## src/rtl/rv32im_ifu_pkg.sv

```systemverilog
// Shared widths, reset PC, FSM encodings and the buffered response entry
// for the rv32im instruction fetch unit.
package rv32im_ifu_pkg;

    localparam int          API_ADDR_WIDTH = 32;
    localparam int          API_DATA_WIDTH = 32;
    localparam logic [31:0] API_RESET_PC   = 32'h0000_0000;
    localparam int          IFU_FIFO_DEPTH = 2;

    typedef enum logic [1:0] {
        IFU_ST_BOOT  = 2'd0,
        IFU_ST_FETCH = 2'd1,
        IFU_ST_HALT  = 2'd2
    } ifu_state_e;

    // One returned instruction as it sits in the response FIFO
    typedef struct packed {
        logic [API_DATA_WIDTH-1:0] data;
        logic                      err;
        logic [API_ADDR_WIDTH-1:0] pc;
    } ifu_rsp_t;

    // Sequential fetch step; wraps naturally at the top of the address space
    function automatic logic [API_ADDR_WIDTH-1:0] ifu_pc_inc(input logic [API_ADDR_WIDTH-1:0] pc);
        return pc + API_ADDR_WIDTH'(4);
    endfunction

endpackage

```

## src/rtl/rv32im_ifu_fifo.sv

```systemverilog
// Small synchronous FIFO with flush and occupancy count. A push into a
// full FIFO is only accepted when a pop happens in the same cycle.
module rv32im_ifu_fifo #(
    parameter int WIDTH = 8,
    parameter int DEPTH = 2
) (
    input  logic                     clk_i,
    input  logic                     rst_ni,
    input  logic                     flush_i,
    input  logic                     push_i,
    input  logic [WIDTH-1:0]         wdata_i,
    input  logic                     pop_i,
    output logic [WIDTH-1:0]         rdata_o,
    output logic [$clog2(DEPTH):0]   count_o,
    output logic                     empty_o,
    output logic                     full_o
);
    localparam int AW = $clog2(DEPTH);

    logic [WIDTH-1:0] mem [DEPTH];
    logic [AW-1:0]    wr_ptr, rd_ptr;
    logic [AW:0]      count;
    logic             push_ok, pop_ok;

    assign empty_o = (count == '0);
    assign full_o  = (count == (AW+1)'(DEPTH));
    assign pop_ok  = pop_i && !empty_o;
    assign push_ok = push_i && (!full_o || pop_ok);
    assign rdata_o = mem[rd_ptr];
    assign count_o = count;

    // Storage, pointers and count; flush empties without touching storage
    always_ff @(posedge clk_i or negedge rst_ni) begin
        if (!rst_ni) begin
            for (int i = 0; i < DEPTH; i++) mem[i] <= '0;
            wr_ptr <= '0;
            rd_ptr <= '0;
            count  <= '0;
        end else if (flush_i) begin
            wr_ptr <= '0;
            rd_ptr <= '0;
            count  <= '0;
        end else begin
            if (push_ok) begin
                mem[wr_ptr] <= wdata_i;
                wr_ptr      <= wr_ptr + AW'(1);
            end
            if (pop_ok) rd_ptr <= rd_ptr + AW'(1);
            count <= count + (AW+1)'(push_ok) - (AW+1)'(pop_ok);
        end
    end

    a_no_overflow: assert property (@(posedge clk_i) disable iff (!rst_ni)
        !(push_i && full_o && !pop_i && !flush_i));

endmodule

```

## src/rtl/rv32im_ifu.sv

```systemverilog
// Instruction fetch unit: owns the PC, issues credit-limited in-order fetches,
// buffers responses for decode and handles branch redirects by flushing
// buffered state and dropping responses still in flight.
module rv32im_ifu
    import rv32im_ifu_pkg::*;
#(
    parameter logic [API_ADDR_WIDTH-1:0] RESET_PC   = API_RESET_PC,
    parameter int                        FIFO_DEPTH = IFU_FIFO_DEPTH
) (
    input  logic                      clk_i,
    input  logic                      rst_ni,
    input  logic                      redirect_i,
    input  logic [API_ADDR_WIDTH-1:0] redirect_pc_i,
    output logic                      imem_req_valid_o,
    input  logic                      imem_req_ready_i,
    output logic [API_ADDR_WIDTH-1:0] imem_req_addr_o,
    input  logic                      imem_rsp_valid_i,
    input  logic [API_DATA_WIDTH-1:0] imem_rsp_data_i,
    input  logic                      imem_rsp_err_i,
    output logic                      inst_valid_o,
    input  logic                      inst_ready_i,
    output logic [API_DATA_WIDTH-1:0] inst_o,
    output logic [API_ADDR_WIDTH-1:0] inst_pc_o,
    output logic                      inst_err_o
);
    localparam int CW = $clog2(FIFO_DEPTH) + 1;

    ifu_state_e                state, next_state;
    logic [API_ADDR_WIDTH-1:0] fetch_pc;
    logic [CW-1:0]             outstanding, drop_cnt;

    logic                      redir, credit_ok, req_fire;
    logic                      rsp_accept, rsp_keep, inst_pop;
    logic [CW:0]               in_use;

    logic [API_ADDR_WIDTH-1:0] pcq_head;
    logic [CW-1:0]             pcq_count, rsp_count;
    logic                      pcq_empty, pcq_full, rsp_empty, rsp_full;
    ifu_rsp_t                  rsp_in, rsp_head;

    // Redirects only matter once the unit has left BOOT
    assign redir      = redirect_i && (state != IFU_ST_BOOT);
    // Count buffered plus in-flight words so every response has a slot
    assign in_use     = {1'b0, outstanding} + {1'b0, rsp_count};
    assign credit_ok  = in_use < (CW+1)'(FIFO_DEPTH);

    assign imem_req_valid_o = (state == IFU_ST_FETCH) && !redirect_i && credit_ok;
    assign imem_req_addr_o  = fetch_pc;
    assign req_fire         = imem_req_valid_o && imem_req_ready_i;

    // A response with nothing outstanding is illegal and simply ignored
    assign rsp_accept = imem_rsp_valid_i && (outstanding != '0);
    assign rsp_keep   = rsp_accept && (drop_cnt == '0) && !redir;

    assign inst_valid_o = !rsp_empty && !redirect_i;
    assign inst_pop     = inst_valid_o && inst_ready_i;
    assign inst_o       = rsp_head.data;
    assign inst_pc_o    = rsp_head.pc;
    assign inst_err_o   = rsp_head.err;

    assign rsp_in = '{data: imem_rsp_data_i, err: imem_rsp_err_i, pc: pcq_head};

    // PCs of live (not-to-be-dropped) requests, in issue order
    rv32im_ifu_fifo #(.WIDTH(API_ADDR_WIDTH), .DEPTH(FIFO_DEPTH)) u_pc_q (
        .clk_i   (clk_i),
        .rst_ni  (rst_ni),
        .flush_i (redir),
        .push_i  (req_fire),
        .wdata_i (fetch_pc),
        .pop_i   (rsp_keep),
        .rdata_o (pcq_head),
        .count_o (pcq_count),
        .empty_o (pcq_empty),
        .full_o  (pcq_full)
    );

    // Returned instructions waiting for decode
    rv32im_ifu_fifo #(.WIDTH($bits(ifu_rsp_t)), .DEPTH(FIFO_DEPTH)) u_rsp_q (
        .clk_i   (clk_i),
        .rst_ni  (rst_ni),
        .flush_i (redir),
        .push_i  (rsp_keep),
        .wdata_i (rsp_in),
        .pop_i   (inst_pop),
        .rdata_o (rsp_head),
        .count_o (rsp_count),
        .empty_o (rsp_empty),
        .full_o  (rsp_full)
    );

    // FSM state register
    always_ff @(posedge clk_i or negedge rst_ni) begin
        if (!rst_ni) state <= IFU_ST_BOOT;
        else         state <= next_state;
    end

    // FSM next state: halt once a faulting instruction reaches decode
    always_comb begin
        next_state = state;
        case (state)
            IFU_ST_BOOT:  next_state = IFU_ST_FETCH;
            IFU_ST_FETCH: if (!redir && inst_pop && rsp_head.err) next_state = IFU_ST_HALT;
            IFU_ST_HALT:  if (redir) next_state = IFU_ST_FETCH;
            default:      next_state = IFU_ST_BOOT;
        endcase
    end

    // PC and in-flight bookkeeping; on redirect everything in flight becomes drop
    always_ff @(posedge clk_i or negedge rst_ni) begin
        if (!rst_ni) begin
            fetch_pc    <= RESET_PC;
            outstanding <= '0;
            drop_cnt    <= '0;
        end else if (redir) begin
            fetch_pc    <= redirect_pc_i & ~API_ADDR_WIDTH'(3);
            drop_cnt    <= outstanding - CW'(rsp_accept);
            outstanding <= outstanding - CW'(rsp_accept);
        end else begin
            if (req_fire) fetch_pc <= ifu_pc_inc(fetch_pc);
            outstanding <= outstanding + CW'(req_fire) - CW'(rsp_accept);
            if (rsp_accept && (drop_cnt != '0)) drop_cnt <= drop_cnt - CW'(1);
        end
    end

    a_rsp_expected: assert property (@(posedge clk_i) disable iff (!rst_ni)
        imem_rsp_valid_i |-> (outstanding != '0));
    a_pcq_tracks:   assert property (@(posedge clk_i) disable iff (!rst_ni)
        pcq_count == (outstanding - drop_cnt));
    a_pcq_room:     assert property (@(posedge clk_i) disable iff (!rst_ni)
        req_fire |-> !pcq_full);
    a_pcq_has_pc:   assert property (@(posedge clk_i) disable iff (!rst_ni)
        rsp_keep |-> !pcq_empty);
    a_rsp_room:     assert property (@(posedge clk_i) disable iff (!rst_ni)
        rsp_keep |-> !(rsp_full && !inst_pop));

endmodule

```

## config.mk

```make
export PLATFORM = sky130hd
export DESIGN_NAME = rv32im_ifu
export DESIGN_NICKNAME = d
export VERILOG_FILES = /design/src/rtl/rv32im_ifu_pkg.sv /design/src/rtl/rv32im_ifu_fifo.sv /design/src/rtl/rv32im_ifu.sv
export SDC_FILE = /design/constraint.sdc
export NUM_CORES = 1
export LEC_CHECK = 0
export ABC_CLOCK_PERIOD_IN_PS = 2260
export CORE_ASPECT_RATIO = 1.25
export CORE_MARGIN = 2
export CORE_UTILIZATION = 49
export DETAILED_ROUTE_END_ITERATION = 8
export PLACE_DENSITY = 0.77
export REMOVE_ABC_BUFFERS = 1
export SLEW_MARGIN = 20
export SYNTH_ARGS = -nofsm -noshare
export SYNTH_HDL_FRONTEND = slang
export SYNTH_SLANG_ARGS = --single-unit
export TNS_END_PERCENT = 30
```

## constraint.sdc

```tcl
create_clock -name clk_i -period 2.26 [get_ports clk_i]
set_input_delay 0.226 -clock clk_i [delete_from_list [all_inputs] [get_ports clk_i]]
set_output_delay 0.226 -clock clk_i [all_outputs]
set_load 0.02 [all_outputs]
```

==> impl_metrics.csv <==
group,metric,value,unit
global_routing,grt_pass1_wl,39700,um
global_routing,overflow,0,
place,hpwl,16600,um
timing,clock_skew,0.00831,ns
clock_tree,clock_latency,0.51,ns
timing,worst_hold_slack,0.280,ns
timing,tightest_slew,0.649,ns
logic_synthesis,syn_inst,862,
place,portBuffers,163,
run_status,violations,"setup timing",
logic_synthesis,yosysUniqueCellTypes,52,
critical_path,critPathArrivalTime,2.93,ns
die,die_h,168,um
die,dieWidth,135,um
logic_synthesis,syn-cell-area,10500,sq um
logic_synthesis,synth_edf_count,0,
logic_synthesis,ys_warn_count,0,
routing,drtAntennaViolNets,0,
timing,rsz0062_at_grt,"true",
routing,wl_met1,10200,um
layout,drive_gt1_frac,0.329,
routing,totalWireLength,25000,um
routing,met2_length,13000,um
global_routing,grt_usage,0.218,
critical_path,path_max_fanout,4,
logic_synthesis,ys.flop_type,"dfrtp_1",
routing,drtIter0Drc,278,
run_status,outcome,"complete, but fails checks",
global_routing,grt_start_max_net_pins,80,
logic_synthesis,avgSynthCellArea,12.2,sq um
layout,syn_to_final_growth,33.5,%
critical_path,critPathCaptureType,"flip-flop",
power,ir_worst_vdd,0.635,mV
layout,mostFrequentLayoutCells,"dfrtp_1 (228), mux2_2 (185), clkdlybuf4s50_1 (98), nand2_1 (67), buf_4 (63)",
clock_tree,clock-root-buffer,"clkbuf_16",
die,dieArea,22600,sq um
hold_path,hold_class,"input pin to flip-flop",
routing,wl_per_cell,18.2,um
layout,final_nets,1161,
critical_path,crit_slowest_cell,"fa_1",
logic_synthesis,seq_area_frac_synth,0.548,
routing,highest_layer,"met4",
logic_synthesis,ys_seq_elements,230,
routing,vias,7328,
critical_path,path_class,"flip-flop to flip-flop",
place,globalplace.congestion,0.829,
critical_path,slowest_delay,0.49,ns
clock_tree,cts_tree,"built",
hold_path,whs_path_depth,3,
die,row_count,59,
routing,viasPerCell,5.34,
timing,slew_viol_final,0,
layout,fillers,1578,
critical_path,required,2.69,ns
critical_path,reg2reg_depth,12,
timing,layout_min_cycle_time,2.50,ns
logic_synthesis,async_flop_share,1.00,
flow_run,drv_cap,0,
timing,fin_ws,-0.237,ns
place,postPlaceCellArea,12900,sq um
layout,design_area,14000,sq um
critical_path,timing.reg2reg.setup_slack,-0.24,ns
clock_tree,clk_path_buf_depth,3,
timing,period_share,1.10,
power,power.total,0.0171,W
critical_path,cp_cell_sequence,"inv_2 > nor2_2 > fa_1 > nor3b_2 > nand2_2 > ha_4 > inv_1 > ha_4 > xnor2_2 > nor2_2 > a21oi_2 > xnor2_1",
critical_path,worst_setup_path_start_kind,"flip-flop",
global_routing,antenna_found_initial,1,
power,power.leakage,6.25,nW
timing,max-slew-margin-rel,0.567,
die,pin_count,170,
power,p_per_area,1220,nW/um^2
die,fp.coreArea,21000,sq um
routing,drc,0,
timing,fmax,0.400,GHz
clock_tree,h-tree-depth,1,
clock_tree,clk_pin_slew,0.06,ns
clock_tree,cts_made_buffers,24,
timing,setup_viol,80,
global_routing,grt_pass1_vias,7861,
routing,dr_wl_met3,1170,um
timing,hold_viol,0,
clock_tree,cts.sinks,230,
die,initial_core_util,0.501,
layout,mostFrequentLayoutCell,"dfrtp_1",
routing,dr.pass1.iters,4,
[layer usage]
layer | vias to the layer above | GRT usage
li1 | 3440 | -
met1 | 3655 | 0.272
met2 | 187 | 0.395
met3 | 46 | 0.0330
met4 | 0 | 0.0566
met5 | - | 0
[final timing paths]
check	from	to
worst max-delay path	u_rsp_q.count_o[0]	outstanding[1]
worst min-delay path	redirect_pc_i[18]	imem_req_addr_o[18]
worst max register to register	u_rsp_q.count_o[0]	outstanding[1]
worst min register to register	u_rsp_q.mem[15]	u_rsp_q.mem[15]
max in group asynchronous	rst_ni	u_rsp_q.mem[4]
min in group asynchronous	rst_ni	u_rsp_q.mem[26]
[what timing repair did]
item,CTS,global route
gates cloned,0,2
gates resized for setup,83,32
setup endpoints to repair,104,94
endpoints found under the hold margin,73,0
setup buffers,2,9
hold buffers,1,0
pin swaps,4,11
[metrics by stage]
step                setup slack, ns   util  TNS, ns  cells
global placement            -0.0880  0.614    -1.52   1314
detailed placement           -0.205  0.614    -2.83   1314
floorplan                     -3.37      -  -388.34    810
CTS                          -0.153  0.656   -0.794   1361
global route                 -0.362  0.669   -20.85   1372
finish                       -0.237  0.669    -9.21   1373
[state kept, by name, indices dropped and copies added (netlist names), 2 cells and up]
name / flops
drop_cnt: 2
imem_req_addr_o: 30
outstanding: 2
state: 2
u_pc_q.count_o: 2
u_pc_q.mem: 60
u_rsp_q.count_o: 2
u_rsp_q.mem: 126
[synthesized netlist by cell type, types with 2 or more instances]
master	n	area (sq um)
nand4_1	7	43.8
nand3_2	2	20.0
dfrtp_1	230	5760
mux2i_1	32	320
buf_1	4	15.0
nand2_1	70	263
inv_1	19	71.3
clkbuf_1	27	101
nor4_2	5	62.6
xor2_1	2	17.5
buf_2	14	70.1
mux2_2	189	2130
o21ai_1	5	25.0
a21oi_1	37	185
o211ai_1	3	22.5
or2_2	2	12.5
nor2_1	53	199
buf_4	8	60.1
xnor2_1	32	280
and3_1	2	12.5
a211oi_1	2	15.0
and2_1	3	18.8
a31o_2	2	17.5
or3_1	2	12.5
ha_1	9	113
nor3_1	15	75.1
o21ai_0	51	255
nor4_4	3	63.8
nand3_1	7	35.0
buf_6	2	22.5
nand2b_1	2	12.5
[worst max-delay path: cells and delay by family (launching register included)]
family	cells	cell delay, ns
fa+ha+maj	3	0.92
simple gates	4	0.50
compound gates	1	0.15
flops	1	0.39
buf+inv	2	0.12
xor+xnor	2	0.34
[power breakdown]
| group | internal (W) | switching [W] | total, W |
|---|---|---|---|
| sequential | 0.00580 | 0.000909 | 0.00671 |
| combinational | 0.00321 | 0.00301 | 0.00622 |
| clock | 0.00261 | 0.00159 | 0.00420 |
| total | 0.0116 | 0.00551 | 0.0171 |
[layout make-up]
type / instances / area (sq um) / area share
timing repair buffer: 244 / 2370 / 0.169
antenna: 1 / 2.50 / 0.000178
sequential: 230 / 5760 / 0.411
clock buffer: 36 / 707 / 0.0504
multi-input combinational: 561 / 4630 / 0.330
tap: 274 / 343 / 0.0244
clock inverter: 8 / 140 / 0.00999
inverter: 19 / 71.3 / 0.00509
[cells by family after synthesis]
kind of cell / count (synthesis) / synth area share
compound gates: 110 / 0.0577
xor+xnor: 34 / 0.0283
fa+ha+maj: 10 / 0.0126
buf+inv: 74 / 0.0324
flops: 230 / 0.548
mux: 221 / 0.233
other cells: 1 / 0.000357
simple gates: 182 / 0.0879
Power figures use the tool's default switching activity.
